[src/rtl/reg_rename_stage.sv]
// Register-rename stage: translates architectural rs/rt/rw through a
// speculative map table, allocates destinations from a FIFO free list,
// tracks per-physical-register busy bits and holds the result in a
// single output register with valid/ready handshaking.
module reg_rename_stage #(
  parameter int ARCH_REGS  = 32,
  parameter int PHYS_REGS  = 64,
  parameter int FREE_DEPTH = PHYS_REGS - ARCH_REGS,
  parameter int AW         = $clog2(ARCH_REGS),
  parameter int PW         = $clog2(PHYS_REGS),
  parameter int FPW        = $clog2(FREE_DEPTH),
  parameter int CW         = $clog2(FREE_DEPTH + 1)
) (
  input  logic          clk,
  input  logic          rst,
  input  logic          in_valid,
  output logic          in_ready,
  input  logic          in_uses_rs,
  input  logic          in_uses_rt,
  input  logic          in_uses_rw,
  input  logic [AW-1:0] in_rs_addr,
  input  logic [AW-1:0] in_rt_addr,
  input  logic [AW-1:0] in_rw_addr,
  output logic          out_valid,
  input  logic          out_ready,
  output logic          out_uses_rs,
  output logic          out_uses_rt,
  output logic          out_uses_rw,
  output logic [PW-1:0] out_rs_phys,
  output logic [PW-1:0] out_rt_phys,
  output logic [PW-1:0] out_rw_phys,
  output logic [PW-1:0] out_rw_old_phys,
  output logic          out_rs_busy,
  output logic          out_rt_busy,
  input  logic          wb_valid,
  input  logic [PW-1:0] wb_phys,
  input  logic          commit_valid,
  input  logic [PW-1:0] commit_old_phys,
  output logic [CW-1:0] free_count,
  output logic          err
);

  logic [PW-1:0]        map_q  [ARCH_REGS];
  logic [PW-1:0]        free_q [FREE_DEPTH];
  logic [PHYS_REGS-1:0] busy_q;
  logic [PHYS_REGS-1:0] busy_d;
  logic [FPW-1:0]       head_q;
  logic [FPW-1:0]       tail_q;

  logic          accept;
  logic          eff_rw;
  logic          pop;
  logic          push;
  logic          push_bad;
  logic [PW-1:0] rs_phys;
  logic [PW-1:0] rt_phys;
  logic          rs_busy;
  logic          rt_busy;
  logic [PW-1:0] new_phys;
  logic [PW-1:0] old_phys;

  // Handshake: conservative stall on an empty free list even without rw.
  assign in_ready = (!out_valid || out_ready) && (free_count != '0);
  assign accept   = in_valid && in_ready;
  assign eff_rw   = in_uses_rw && (in_rw_addr != '0);
  assign pop      = accept && eff_rw;
  assign push_bad = commit_valid &&
                    ((commit_old_phys == '0) || (free_count == CW'(FREE_DEPTH)));
  assign push     = commit_valid && !push_bad;
  assign new_phys = free_q[head_q];
  assign old_phys = map_q[in_rw_addr];

  // Source lookup against the pre-update map, with same-cycle write-back bypass.
  always_comb begin
    // NOTE: every always_comb output gets a default first so no path infers a latch.
    rs_phys = '0;
    rt_phys = '0;
    rs_busy = 1'b0;
    rt_busy = 1'b0;
    if (in_uses_rs) begin
      rs_phys = map_q[in_rs_addr];
      rs_busy = busy_q[rs_phys] && !(wb_valid && (wb_phys == rs_phys));
    end
    if (in_uses_rt) begin
      rt_phys = map_q[in_rt_addr];
      rt_busy = busy_q[rt_phys] && !(wb_valid && (wb_phys == rt_phys));
    end
  end

  // Busy next state: write-back clears, allocation sets and wins a tie.
  always_comb begin
    busy_d = busy_q;
    if (wb_valid) busy_d[wb_phys] = 1'b0;
    if (pop)      busy_d[new_phys] = 1'b1;
    busy_d[0] = 1'b0;
  end

  // Map table, free-list FIFO, busy bits, count and sticky error.
  always_ff @(posedge clk) begin
    if (rst) begin
      // NOTE: map and free list are small flop arrays whose reset contents are
      // architecturally visible (identity map, ascending free list), so they
      // are reset explicitly rather than left as uninitialised RAM.
      for (int i = 0; i < ARCH_REGS; i++)  map_q[i]  <= PW'(i);
      for (int i = 0; i < FREE_DEPTH; i++) free_q[i] <= PW'(ARCH_REGS + i);
      busy_q     <= '0;
      head_q     <= '0;
      tail_q     <= '0;
      free_count <= CW'(FREE_DEPTH);
      err        <= 1'b0;
    end else begin
      // NOTE: sequential state uses non-blocking assignments so every read in
      // this edge sees the pre-edge values (pushed entry not poppable this cycle).
      if (pop) begin
        map_q[in_rw_addr] <= new_phys;
        head_q            <= head_q + 1'b1;
      end
      if (push) begin
        free_q[tail_q] <= commit_old_phys;
        tail_q         <= tail_q + 1'b1;
      end
      busy_q     <= busy_d;
      free_count <= free_count + CW'(push) - CW'(pop);
      if (push_bad) err <= 1'b1;
    end
  end

  // Output register: load on accept, drain on ready, refresh busy flags while held.
  always_ff @(posedge clk) begin
    if (rst) begin
      out_valid       <= 1'b0;
      out_uses_rs     <= 1'b0;
      out_uses_rt     <= 1'b0;
      out_uses_rw     <= 1'b0;
      out_rs_phys     <= '0;
      out_rt_phys     <= '0;
      out_rw_phys     <= '0;
      out_rw_old_phys <= '0;
      out_rs_busy     <= 1'b0;
      out_rt_busy     <= 1'b0;
    end else if (accept) begin
      out_valid       <= 1'b1;
      out_uses_rs     <= in_uses_rs;
      out_uses_rt     <= in_uses_rt;
      out_uses_rw     <= eff_rw;
      out_rs_phys     <= rs_phys;
      out_rt_phys     <= rt_phys;
      out_rw_phys     <= eff_rw ? new_phys : '0;
      out_rw_old_phys <= eff_rw ? old_phys : '0;
      out_rs_busy     <= rs_busy;
      out_rt_busy     <= rt_busy;
    end else begin
      if (out_ready) out_valid <= 1'b0;
      if (wb_valid && (wb_phys == out_rs_phys)) out_rs_busy <= 1'b0;
      if (wb_valid && (wb_phys == out_rt_phys)) out_rt_busy <= 1'b0;
    end
  end

endmodule

[config.mk]
export PLATFORM = sky130hd
export DESIGN_NAME = reg_rename_stage
export DESIGN_NICKNAME = d
export VERILOG_FILES = /design/src/rtl/reg_rename_stage.sv
export SDC_FILE = /design/constraint.sdc
export NUM_CORES = 1
export LEC_CHECK = 0
export CORE_MARGIN = 5
export CORE_UTILIZATION = 67
export DETAILED_ROUTE_END_ITERATION = 10
export HOLD_SLACK_MARGIN = 0.06
export PLACE_DENSITY = 0.91
export REMOVE_ABC_BUFFERS = 1
export SYNTH_ARGS = -nofsm -noshare
export SYNTH_HDL_FRONTEND = slang
export SYNTH_SLANG_ARGS = --single-unit
export TNS_END_PERCENT = 50
[constraint.sdc]
create_clock -name clk -period 11.8 [get_ports clk]
set_input_delay 3.54 -clock clk [delete_from_list [all_inputs] [get_ports clk]]
set_output_delay 3.54 -clock clk [all_outputs]
set_load 0.03 [all_outputs]
=== After elaboration in Yosys (flattened, before gate mapping) ===
Memories as Yosys holds them, arrays and structs flattened. A register that Yosys moved wholly into a read port is not among the register bits.
Cells that the tools add are included.

* Muxes and demuxes: 38
* Reduce and logical (&&, ||, !) cells: 28
* Bitwise logic cells: 3
* Magnitude comparators: 6
* $mul: 0
* Add/subtract/negate cells: 4
* Divide/modulo/power cells: 0
* Shift-type cells: 0
* Equal/unequal tests: 5

{| class="wikitable"
|+ Operators by type and width
! operator !! number
|-
| $mux 64 || 2
|-
| $and 64x64->64 || 1
|-
| $not 64->64 || 1
|-
| $or 64x64->64 || 1
|-
| $mux 6 || 6
|-
| $lt 6x7->1 const B || 4
|-
| $eq 6x6->1 || 4
|-
| $mux 1 || 22
|-
| $mux 5 || 4
|-
| $logic_and 1x1->1 || 14
|-
| $bmux 1 s6 || 2
|-
| $demux 1 s6 || 2
|-
| $ge 6x1->1 const B || 2
|-
| $reduce_or 6->1 || 2
|-
| $add 5x1->5 const B || 2
|-
| $add 6x1->6 || 1
|-
| $eq 6x6->1 const B || 1
|-
| $logic_not 6->1 || 1
|-
| $reduce_bool 2->1 || 3
|-
| $reduce_bool 6->1 || 1
|-
| $sub 6x1->6 || 1
|-
| $reduce_bool 5->1 || 1
|-
| $logic_not 1->1 || 4
|-
| $logic_or 1x1->1 || 2
|}

* Bits of input ports: 36
* Register bits after elaboration: 111
* RAM bits: 384
* Output and inout bits: 38
* Word-level logic and storage cells: 102
* Memories kept: 2
* Bits in read-only memories: 0
* Bits in latches: 0

{| class="wikitable"
|+ Memories
! memory !! words !! width !! rd ports !! clocked after memory_dff !! write ports !! RTL line !! RTL
|-
| free_q || 32 || 6 || 1 || 1 || 32 || 44 || <nowiki>logic [PW-1:0] free_q [FREE_DEPTH];</nowiki>
|-
| map_q || 32 || 6 || 3 || 0 || 32 || 43 || <nowiki>logic [PW-1:0] map_q [ARCH_REGS];</nowiki>
|}

=== Depth between registers and ports, before layout ===
* Depth after elaboration: 10
* Gate-level depth with buffers: 17
* Depth with buffers taken out: 17

=== Worst setup path after synthesis ===
OpenSTA, ideal clock, no wires.

* Path type: input -> output
* From: input port out_ready
* To: output port in_ready
* Cell stages on the path: 2
* Data arrival time: 4.141 ns
* Slack: 4.119 ns
* Data required time: 8.260 ns
* Cells stage by stage: nor2b_1 -> a21oi_1

* Cells in the longest elaborated chain, start to end: 2

{| class="wikitable"
|+ RTL lines
! item !! RTL line !! RTL
|-
| from (decl) || 25 || <nowiki>input logic out_ready,</nowiki>
|-
| $logic_or 1x1->1 || 63 || <nowiki>assign in_ready = (!out_valid || out_ready) && (free_count != '0);</nowiki>
|-
| $logic_and 1x1->1 || 63 ||
|-
| to (decl) || 17 || <nowiki>output logic in_ready,</nowiki>
|}

No other way between the ends.

=== Final worst setup path ===
Same ends and word-level chain as after synthesis.

==> flow_summary.toml <==
[worst_setup_path]
rrSetupSlack_ps = 7090
crit_path_end_kind = "output pin"
r2r-end = "map_q[1][1]"
path_max_fanout = 4
cp-startpoint = "out_ready"
worst_ep_arrival_time_ps = 5190
cp.required_ps = 8260
crit-reg2reg-launch = "free_count[2]"
worstRegToRegCells = 10
critPathKind = "in -> out"
start_kind = "primary input"

[global_route]
overflow = 0
grt_max_degree = 80
grt_antenna_before_repair = 5
first_global_vias = 20700
grtUsageTotal_pct = 37.2
grt_pass1_wl_um = 126000

[logic_synthesis]
synth_area_um2 = 26900
ys_seq_elements = 499
yosys_warnings = 0
ys_seq_area_share_pct = 51.4
syn_avg_cell_area_um2 = 11.8
synth_ff_type = "edfxtp_1"
ys_async_sr_fraction_pct = 0
synth_edf_count = 384
synthCells = 2280
synth.distinct_cells = 64

[sta]
hold_viol = 0
fin_tns_setup_ps = 0
fmax_mhz = 114
fin_worst_skew_ps = 38.7
rsz0062_at_grt = "no"
slew_headroom_pct = 5.08
period_needed_ps = 8730
drv_slew = 0
setup_viol = 0
layout_worst_path_cycle_share_pct = 74.0
worst_slew_pin_slew_ps = 1420

[worst_hold_path]
whs_endpoint = "out_uses_rs"
whs_path_depth = 2
hold_class = "reg -> reg"
hp-start = "out_uses_rs"

[clocking]
clock-sinks = 499
post_cts_resized = 0
clockRootBuffer = "clkbuf_16"
cts.path.max_buffers = 3
h-tree-depth = 2
cts_tree = "built"
clock_latency_ps = 620
postCtsSetupBuffers = 0
holdBufCountCts = 0
cts_buffers = 50
clk_transition_reported_paths_ps = 60

[run_status]
status = "finished, final reports clean"

[cells_and_area]
num_antenna_cells = 0
layout_commonest_cell = "edfxtp_1"
fin_nets = 2313
layout-drive-gt1-share_pct = 15.0
final_cells = 2825
layout_common_cells = "edfxtp_1 (384), nand2_1 (287), nor2_1 (262)"
area_growth_pct = 9.32

[route]
drtIter0Drc = 3616
routedWlPerCell_um = 29.6
drtAntennaViolNets = 0
drt_pass1_iterations = 7
drc = 0
routed_via_density = 7.38
vias = 20800
drt-total-wl_um = 83500

[floorplan]
initial_core_util_pct = 67.7
placeableCoreArea_um2 = 39700
rows = 73
die_h_um = 210
die_w_um = 210
io_pins = 74
dieArea_um2 = 44300

[pwr]
p_leak_nw = 9.25
ir_drop_mv = 0.139
cellPowerDensity_nw_per_um2 = 153
power_mw = 4.51

[place]
place_inst = 2735
io_buffers = 73
place_congestion = 1.02
hpwlAfterDp_um = 53600

[run]
cap_viol_max_count = 0
## per-stage QoR
step	cell area [µm²]	hold slack, ps	util, %	setup WS (ps)
after floorplan	26100	454	-	4120
after global placement	27700	428	69.8	3180
after detailed placement	27700	448	69.8	3100
after CTS	29400	473	74.0	3100
after global routing	29400	489	74.0	3020
final	29400	464	74.0	3070
## Yosys cell counts (20+ instances only)
library cell	count	share of area [%]
or2_2	22	0.51
buf_2	21	0.39
a21oi_1	82	1.5
nor3_1	49	0.91
a22oi_1	52	1.5
edfxtp_1	384	43
mux4_2	181	15
o21ai_0	81	1.5
nand2_1	287	4.0
nand4_1	20	0.46
nor2_1	262	3.7
or3_1	41	0.95
dfxtp_1	115	8.6
clkbuf_1	115	1.6
nand3_1	91	1.7
nand2b_1	59	1.4
mux2i_1	163	6.1
inv_1	26	0.36
## final cells by class
class | count | area (µm²)
multi-input combinational | 1578 | 12200
tap | 525 | 657
timing repair buffer | 103 | 936
inverter | 30 | 113
clock inverter | 29 | 360
sequential | 499 | 13800
clock buffer | 61 | 1310
fill | 2332 | 10300
## power breakdown
part           internal (mW)  switching [mW]
logic                  0.290           0.561
clock network          0.951           0.713
registers               1.95          0.0484
## cell families (layout without fill, tap and decap cells)
logic type / count (synthesis) / after routing / synth area share (%)
compound gates: 260 / 260 / 5.82
xor+xnor: 34 / 34 / 1.11
fa+ha+maj: 15 / 15 / 0.725
buf+inv: 208 / 223 / 3.50
flops: 499 / 499 / 51.4
mux: 353 / 353 / 21.7
other cells: 1 / 6 / 0.0139
simple gates: 910 / 910 / 15.7
## worst max path at each step
stage	endpoint	slack, ps	cells after the start
floorplan	in_ready	4120	2
global placement	in_ready	3180	4
detailed placement	in_ready	3100	4
CTS	in_ready	3100	4
global route	in_ready	3020	4
finish	in_ready	3070	4
## sequential cells by signal, indices dropped and copies added (netlist names), 5 cells and up, named ones only
name             count
out_rs_phys          6
out_rw_old_phys      6
out_rw_phys          6
map_q              192
free_q             192
busy_q              63
out_rt_phys          6
head_q               5
free_count           6
tail_q               5
## critical path, stage by stage
cell and delay (ps):
clkdlybuf4s50_1 460, nor2b_1 60, a21oi_1 380, clkdlybuf4s50_1 760
## per-layer routing
layer  up-vias  part of all wire, %  GRT usage, %
met1      9913                   32          46.7
li1       8455                    -             -
met2      1997                   46          58.6
met5         -                0.053             0
met3       463                   15          11.0
met4         8                  7.4          21.2
(Power assumes the default switching activity.)
